File: src/rtl/roic_lvds_tx_serializer_pkg.sv
// roic_tx_pkg: shared state type and default word patterns for the ROIC LVDS transmit serializer.
package roic_tx_pkg;

    typedef enum logic [1:0] {
        IDLE,
        TRAIN,
        SHIFT
    } tx_state_e;

    localparam logic [15:0] TRAIN_PATTERN_DEF = 16'hF0F0;
    localparam logic [15:0] IDLE_PATTERN_DEF  = 16'hA5A5;

endpackage

File: src/rtl/roic_lvds_tx_serializer_if.sv
// roic_lvds_tx_serializer_if: parallel word valid/ready handshake feeding the serializer.
interface roic_lvds_tx_serializer_if #(
    parameter int WORD_WIDTH = 16
);
    logic [WORD_WIDTH-1:0] word_data;
    logic                  word_valid;
    logic                  word_ready;

    modport master (output word_data, output word_valid, input word_ready);
    modport slave  (input word_data, input word_valid, output word_ready);
endinterface

File: src/rtl/roic_lvds_tx_serializer_clkdiv.sv
// roic_tx_clkdiv: free-running clk_in / DIV_RATIO divider; output is the counter MSB (50% duty).
module roic_tx_clkdiv #(
    parameter int DIV_RATIO = 4
) (
    input  logic clk_in,
    input  logic clk_reset_n,
    output logic clk_div_out
);
    localparam int DW = $clog2(DIV_RATIO);

    logic [DW-1:0] div_cnt_q, div_cnt_d;

    always_comb div_cnt_d = div_cnt_q + DW'(1);

    always_ff @(posedge clk_in or negedge clk_reset_n) begin
        if (!clk_reset_n) begin
            div_cnt_q <= '0;
        end else begin
            div_cnt_q <= div_cnt_d;
        end
    end

    assign clk_div_out = div_cnt_q[DW-1];
endmodule

File: src/rtl/roic_lvds_tx_serializer.sv
// roic_lvds_tx_serializer: ROIC emulator emitting serial data, frame clock and divided clock.
// Optional ramp test-pattern source is built when ROIC_TX_RAMP_PATTERN_EN is defined.
module roic_lvds_tx_serializer
    import roic_tx_pkg::*;
#(
    parameter int                    WORD_WIDTH    = 16,
    parameter int                    DIV_RATIO     = 4,
    parameter int                    TRAIN_WORDS   = 8,
    parameter logic [WORD_WIDTH-1:0] TRAIN_PATTERN = WORD_WIDTH'(TRAIN_PATTERN_DEF),
    parameter logic [WORD_WIDTH-1:0] IDLE_PATTERN  = WORD_WIDTH'(IDLE_PATTERN_DEF)
) (
    input  logic                     clk_in,
    input  logic                     clk_reset_n,
    input  logic                     tx_enable,
    roic_lvds_tx_serializer_if.slave word_if,
`ifdef ROIC_TX_RAMP_PATTERN_EN
    input  logic                     ramp_mode,
`endif
    input  logic                     clear_underflow,
    output logic                     sdata_out,
    output logic                     fclk_out,
    output logic                     clk_div_out,
    output logic                     train_active,
    output logic                     underflow
);
    localparam int             CW          = $clog2(WORD_WIDTH);
    localparam int             TW          = $clog2(TRAIN_WORDS) + 1;
    localparam logic [CW-1:0]  LAST_BIT    = CW'(WORD_WIDTH - 1);
    localparam logic [CW-1:0]  PRELAST_BIT = CW'(WORD_WIDTH - 2);
    localparam logic [CW-1:0]  HALF_BIT    = CW'(WORD_WIDTH / 2);
    localparam logic [TW-1:0]  LAST_TRAIN  = TW'(TRAIN_WORDS - 1);

    tx_state_e             state_q, state_d;
    logic [CW-1:0]         bit_cnt_q, bit_cnt_d;
    logic [TW-1:0]         train_cnt_q, train_cnt_d;
    logic [WORD_WIDTH-1:0] shreg_q, shreg_d;
    logic                  sdata_q, sdata_d;
    logic                  fclk_q, fclk_d;
    logic                  ready_q, ready_d;
    logic                  train_q, train_d;
    logic                  uflow_q, uflow_d;
    logic                  cont_q, cont_d;
    logic                  last_train;
    logic                  load_en;
    logic [WORD_WIDTH-1:0] load_word;
`ifdef ROIC_TX_RAMP_PATTERN_EN
    logic                  ramp_sel_q, ramp_sel_d;
    logic [WORD_WIDTH-1:0] ramp_cnt_q, ramp_cnt_d;
    logic [WORD_WIDTH-1:0] ramp_base;
`endif

    roic_tx_clkdiv #(.DIV_RATIO(DIV_RATIO)) u_clkdiv (
        .clk_in      (clk_in),
        .clk_reset_n (clk_reset_n),
        .clk_div_out (clk_div_out)
    );

    assign last_train = (train_cnt_q == LAST_TRAIN);

    // Continue/stop and ready are decided one bit early so word_ready can be a registered output.
    always_comb begin
        state_d     = state_q;
        bit_cnt_d   = bit_cnt_q;
        train_cnt_d = train_cnt_q;
        shreg_d     = {shreg_q[WORD_WIDTH-2:0], 1'b0};
        sdata_d     = shreg_q[WORD_WIDTH-1];
        cont_d      = cont_q;
        ready_d     = 1'b0;
        uflow_d     = uflow_q & ~clear_underflow;
        load_en     = 1'b0;
        load_word   = TRAIN_PATTERN;
`ifdef ROIC_TX_RAMP_PATTERN_EN
        ramp_sel_d  = ramp_sel_q;
        ramp_cnt_d  = ramp_cnt_q;
        ramp_base   = (state_q == TRAIN) ? '0 : ramp_cnt_q;
`endif
        unique case (state_q)
            IDLE: begin
                bit_cnt_d   = '0;
                train_cnt_d = '0;
                if (tx_enable) begin
                    state_d = TRAIN;
                    load_en = 1'b1;
                end
            end
            default: begin
                bit_cnt_d = bit_cnt_q + CW'(1);
                if (bit_cnt_q == PRELAST_BIT) begin
                    cont_d  = tx_enable;
                    ready_d = tx_enable && ((state_q == SHIFT) || last_train);
`ifdef ROIC_TX_RAMP_PATTERN_EN
                    ramp_sel_d = ramp_mode;
                    ready_d    = ready_d && !ramp_mode;
`endif
                end
                if (bit_cnt_q == LAST_BIT) begin
                    bit_cnt_d = '0;
                    if (!cont_q) begin
                        state_d = IDLE;
                    end else if ((state_q == TRAIN) && !last_train) begin
                        train_cnt_d = train_cnt_q + TW'(1);
                        load_en     = 1'b1;
                    end else begin
                        state_d = SHIFT;
                        load_en = 1'b1;
`ifdef ROIC_TX_RAMP_PATTERN_EN
                        if (state_q == TRAIN) ramp_cnt_d = '0;
                        if (ramp_sel_q) begin
                            load_word  = ramp_base;
                            ramp_cnt_d = ramp_base + WORD_WIDTH'(1);
                        end else
`endif
                        if (word_if.word_valid) begin
                            load_word = word_if.word_data;
                        end else begin
                            load_word = IDLE_PATTERN;
                            uflow_d   = 1'b1;
                        end
                    end
                end
            end
        endcase
        if (load_en) begin
            sdata_d = load_word[WORD_WIDTH-1];
            shreg_d = {load_word[WORD_WIDTH-2:0], 1'b0};
        end
        if (state_d == IDLE) sdata_d = 1'b0;
        fclk_d  = (state_d != IDLE) && (bit_cnt_d < HALF_BIT);
        train_d = (state_d == TRAIN);
    end

    always_ff @(posedge clk_in or negedge clk_reset_n) begin
        if (!clk_reset_n) begin
            state_q     <= IDLE;
            bit_cnt_q   <= '0;
            train_cnt_q <= '0;
            shreg_q     <= '0;
            sdata_q     <= 1'b0;
            fclk_q      <= 1'b0;
            ready_q     <= 1'b0;
            train_q     <= 1'b0;
            uflow_q     <= 1'b0;
            cont_q      <= 1'b0;
        end else begin
            state_q     <= state_d;
            bit_cnt_q   <= bit_cnt_d;
            train_cnt_q <= train_cnt_d;
            shreg_q     <= shreg_d;
            sdata_q     <= sdata_d;
            fclk_q      <= fclk_d;
            ready_q     <= ready_d;
            train_q     <= train_d;
            uflow_q     <= uflow_d;
            cont_q      <= cont_d;
        end
    end

`ifdef ROIC_TX_RAMP_PATTERN_EN
    always_ff @(posedge clk_in or negedge clk_reset_n) begin
        if (!clk_reset_n) begin
            ramp_sel_q <= 1'b0;
            ramp_cnt_q <= '0;
        end else begin
            ramp_sel_q <= ramp_sel_d;
            ramp_cnt_q <= ramp_cnt_d;
        end
    end
`endif

    assign word_if.word_ready = ready_q;
    assign sdata_out          = sdata_q;
    assign fclk_out           = fclk_q;
    assign train_active       = train_q;
    assign underflow          = uflow_q;
endmodule

File: src/flat_wrapper.sv
// flat-port wrapper written by rule: the top's interface ports become plain ports
module roic_lvds_tx_serializer_flat import roic_tx_pkg::*;
#(
    parameter int                    WORD_WIDTH    = 16,
    parameter int                    DIV_RATIO     = 4,
    parameter int                    TRAIN_WORDS   = 8,
    parameter logic [WORD_WIDTH-1:0] TRAIN_PATTERN = WORD_WIDTH'(TRAIN_PATTERN_DEF),
    parameter logic [WORD_WIDTH-1:0] IDLE_PATTERN  = WORD_WIDTH'(IDLE_PATTERN_DEF)
)
  (clk_in, clk_reset_n, tx_enable, clear_underflow, sdata_out, fclk_out, clk_div_out, train_active, underflow, word_if_word_data, word_if_word_valid, word_if_word_ready);
  roic_lvds_tx_serializer_if #(.WORD_WIDTH(WORD_WIDTH)) word_if_i ();
  input  logic clk_in;
  input  logic clk_reset_n;
  input  logic tx_enable;
  input  logic clear_underflow;
  output logic sdata_out;
  output logic fclk_out;
  output logic clk_div_out;
  output logic train_active;
  output logic underflow;
  input wire logic [$bits(word_if_i.word_data)-1:0] word_if_word_data;
  input wire logic [$bits(word_if_i.word_valid)-1:0] word_if_word_valid;
  output wire logic [$bits(word_if_i.word_ready)-1:0] word_if_word_ready;
  assign word_if_i.word_data = word_if_word_data;
  assign word_if_i.word_valid = word_if_word_valid;
  assign word_if_word_ready = word_if_i.word_ready;
  roic_lvds_tx_serializer #(.WORD_WIDTH(WORD_WIDTH), .DIV_RATIO(DIV_RATIO), .TRAIN_WORDS(TRAIN_WORDS), .TRAIN_PATTERN(TRAIN_PATTERN), .IDLE_PATTERN(IDLE_PATTERN)) u_core (.clk_in(clk_in), .clk_reset_n(clk_reset_n), .tx_enable(tx_enable), .word_if(word_if_i), .clear_underflow(clear_underflow), .sdata_out(sdata_out), .fclk_out(fclk_out), .clk_div_out(clk_div_out), .train_active(train_active), .underflow(underflow));
endmodule
File: config.mk
export PLATFORM = sky130hd
export DESIGN_NAME = roic_lvds_tx_serializer_flat
export DESIGN_NICKNAME = d
export VERILOG_FILES = /design/src/rtl/roic_lvds_tx_serializer_pkg.sv /design/src/rtl/roic_lvds_tx_serializer_if.sv /design/src/rtl/roic_lvds_tx_serializer_clkdiv.sv /design/src/rtl/roic_lvds_tx_serializer.sv /design/src/flat_wrapper.sv
export SDC_FILE = /design/constraint.sdc
export NUM_CORES = 1
export LEC_CHECK = 0
export CELL_PAD_IN_SITES_DETAIL_PLACEMENT = 1
export CELL_PAD_IN_SITES_GLOBAL_PLACEMENT = 2
export CORE_UTILIZATION = 35
export CTS_BUF_LIST = sky130_fd_sc_hd__clkbuf_4 sky130_fd_sc_hd__clkbuf_8
export CTS_CLUSTER_SIZE = 16
export DETAILED_ROUTE_END_ITERATION = 12
export DONT_BUFFER_PORTS = 1
export GPL_TIMING_DRIVEN = 0
export PLACE_DENSITY = 0.65
export SYNTH_ARGS = -nofsm -noshare
export SYNTH_HDL_FRONTEND = slang
export SYNTH_SLANG_ARGS = --single-unit
export TNS_END_PERCENT = 30
File: constraint.sdc
create_clock -name clk_in -period 3.8 [get_ports clk_in]
set_input_delay 0.76 -clock clk_in [delete_from_list [all_inputs] [get_ports clk_in]]
set_output_delay 0.76 -clock clk_in [all_outputs]
set_load 0.05 [all_outputs]
==> metrics.cfg <==
[sta]
tightest_slew_ns = 0.491
period_needed_ns = 1.69
finalSetupViolCount = 0
fin_crit_sh_pct = 44.6
fin_skew_ns = 0.00793
finalHoldViolCount = 0
fin_tns_setup_ns = 0
slew_violations = 0
rsz0062_at_grt = no
max-slew-margin-rel_pct = 67.3
maxClockFrequency_ghz = 0.590

[grt]
antenna_found_initial = 0
grt_usage_pct = 17.4
grt_overflow = 0
grt_max_degree = 34
first_global_vias = 1147
grt_pass1_wl_um = 5660

[clock_network]
ctsResizeCount = 0
path_clk_slew_ns = 0.07
cts_tree = done
ctsHoldBuffers = 0
htree_levels = 2
worstSkewPairLatency_ns = 0.28
cts_root_buf = clkbuf_8
cts_sinks = 33
clk_path_buf_depth = 2
cts-buffers-inserted = 5
post_cts_buffers = 0

[synthesis]
synthFlopType = dfrtp_1
synth_seq_cells = 33
ys_seq_area_share_pct = 53.5
synth_edf_count = 0
syn_nets = 156
syn_area_per_cell_um2 = 11.7
syn_area_um2 = 1540
syn-instance-count = 132
yosys_warnings = 0
synth.distinct_cells = 48
async_reset_ff_share_pct = 100

[drt]
via_per_inst = 5.60
vias = 1064
routedWlPerCell_um = 17.9
drt_iter0_markers = 46
drcViolationCount = 0
drt_first_pass_iters = 4
ant_nets = 0
drt_wl_total_um = 3410

[die]
chipHeight_um = 68.4
core_um2 = 4120
io_pins = 27
start_util_pct = 37.5
dieArea_um2 = 4680
die_w_um = 68.4
fp-row-count = 23

[pwr]
p_leak_uw = 0.000758
ir_drop_mv = 0.356
powerDensity_nw_per_um2 = 666

[critical_path]
worst-path-stages = 0
path_max_fanout = 2
r2r_start = u_core.train_cnt_q[0]
critical_path_arrival_ns = 0.93
reg2reg_slack_ns = 2.17
crit_path_start_kind = register
worstReg2RegEnd = u_core.shreg_q[12]
ff2ff_path_depth = 5
path_class = register to output port
worstSetupEndpointType = output port
cp_data_required_time_ns = 3.04

[placed_design]
finalWeightedCongestion = 0.735
port_buffers = 0
dp_hpwl_um = 2360
dpl_cell_area_um2 = 1610

[finish]
drive_above_1_share_pct = 17.1
final_common_cell = dfrtp_1
antennaDiodeCount = 0
area_delta_synth_final_pct = 9.64
stdcell_area_um2 = 1690
nets = 163
layout_common_cells = dfrtp_1, nand2_1, nand3_1, inv_1, clkbuf_8

[min_path]
hold_path.class = primary input to async pin

[outcome]
outcome = completed

[flow_run]
maxCapViolCount = 0

cell families (layout without fill, tap and decap cells):
family | after synthesis | after routing | share of synthesized area [%]
muxes | 1 | 1 | 0.729
xor gates and xnor gates | 2 | 2 | 1.13
AOI/OAI and AO/OA | 38 | 38 | 21.4
buffers and inverters | 12 | 20 | 3.89
and+or+nand+nor | 43 | 43 | 16.9
adders and majority gates | 3 | 3 | 2.43
DFF | 33 | 33 | 53.5
final cells by class:
cell class,instances,area (µm²)
clock inverters,2,10.0
inverters,6,22.5
well taps,50,62.6
plain buffers,6,37.5
multi-input cells,87,658
clock buffers,6,76.3
flip-flops and latches,33,826
fillers,453,2420
stage by stage:
step	hold WS (ns)	util, %	power, µW	std cells	setup slack [ns]
6_report	0.163	41.1	1130	190	2.11
4_1_cts	0.157	41.1	1150	190	2.10
2_1_floorplan	0.413	-	806	132	2.14
5_1_grt	0.142	41.1	1210	190	2.06
3_5_place_dp	0.434	39.0	875	182	2.05
3_3_place_gp	0.424	39.0	870	182	2.06
state kept, by name, summed over array words and instances (netlist names), 2 cells and up:
| register | cells |
|---|---|
| u_core.bit_cnt_q | 4 |
| u_core.train_cnt_q | 4 |
| u_core.state_q | 2 |
| u_core.shreg_q | 15 |
| u_core.u_clkdiv.div_cnt_q | 2 |
synth_stat cells, types with 2 or more instances:
cell type  count  area share [%]
nand3b_1       2            0.97
o211ai_1       3             1.5
o22a_1         3             1.7
a21oi_1        4             1.3
ha_1           3             2.4
a22o_1         3             1.7
nand2b_1       4             1.6
buf_2          3            0.97
a2bb2oi_1      4             2.3
and3_1         2            0.81
dfrtp_1       33              53
nor2_1         3            0.73
or2_2          2            0.81
nand2_1       11             2.7
o22ai_1        2            0.81
inv_1          6             1.5
nand4_1        3             1.2
a32o_1         4             2.6
nand3_1        6             1.9
o21ai_0        3            0.97
how the worst max path moves through the flow:
stage	start	endpoint	slack, ns
6_report	u_core.u_clkdiv.div_cnt_q[1]	clk_div_out	2.11
2_1_floorplan	tx_enable	u_core.shreg_q[11]	2.14
3_5_place_dp	tx_enable	u_core.shreg_q[11]	2.05
5_1_grt	u_core.train_cnt_q[0]	u_core.shreg_q[12]	2.06
3_3_place_gp	tx_enable	u_core.shreg_q[11]	2.06
4_1_cts	u_core.u_clkdiv.div_cnt_q[1]	clk_div_out	2.10
where the power goes:
group          total [µW]  leakage (µW)  internal [µW]  switching [µW]
combinational         307      0.000285            150             157
clock                 260     0.0000484            134             126
sequential            559      0.000425            446             113
per-layer routing:
metal  vias to the layer above  routed length, µm  global-route usage, %
li1                        505                  -                      -
met1                       530               1620                   22.0
met2                        22               1560                   27.2
met3                         7                169                   5.33
met4                         0                 56                   7.03
met5                         -                  0                      0
Note: power is estimated with default switching activity, not from simulation.
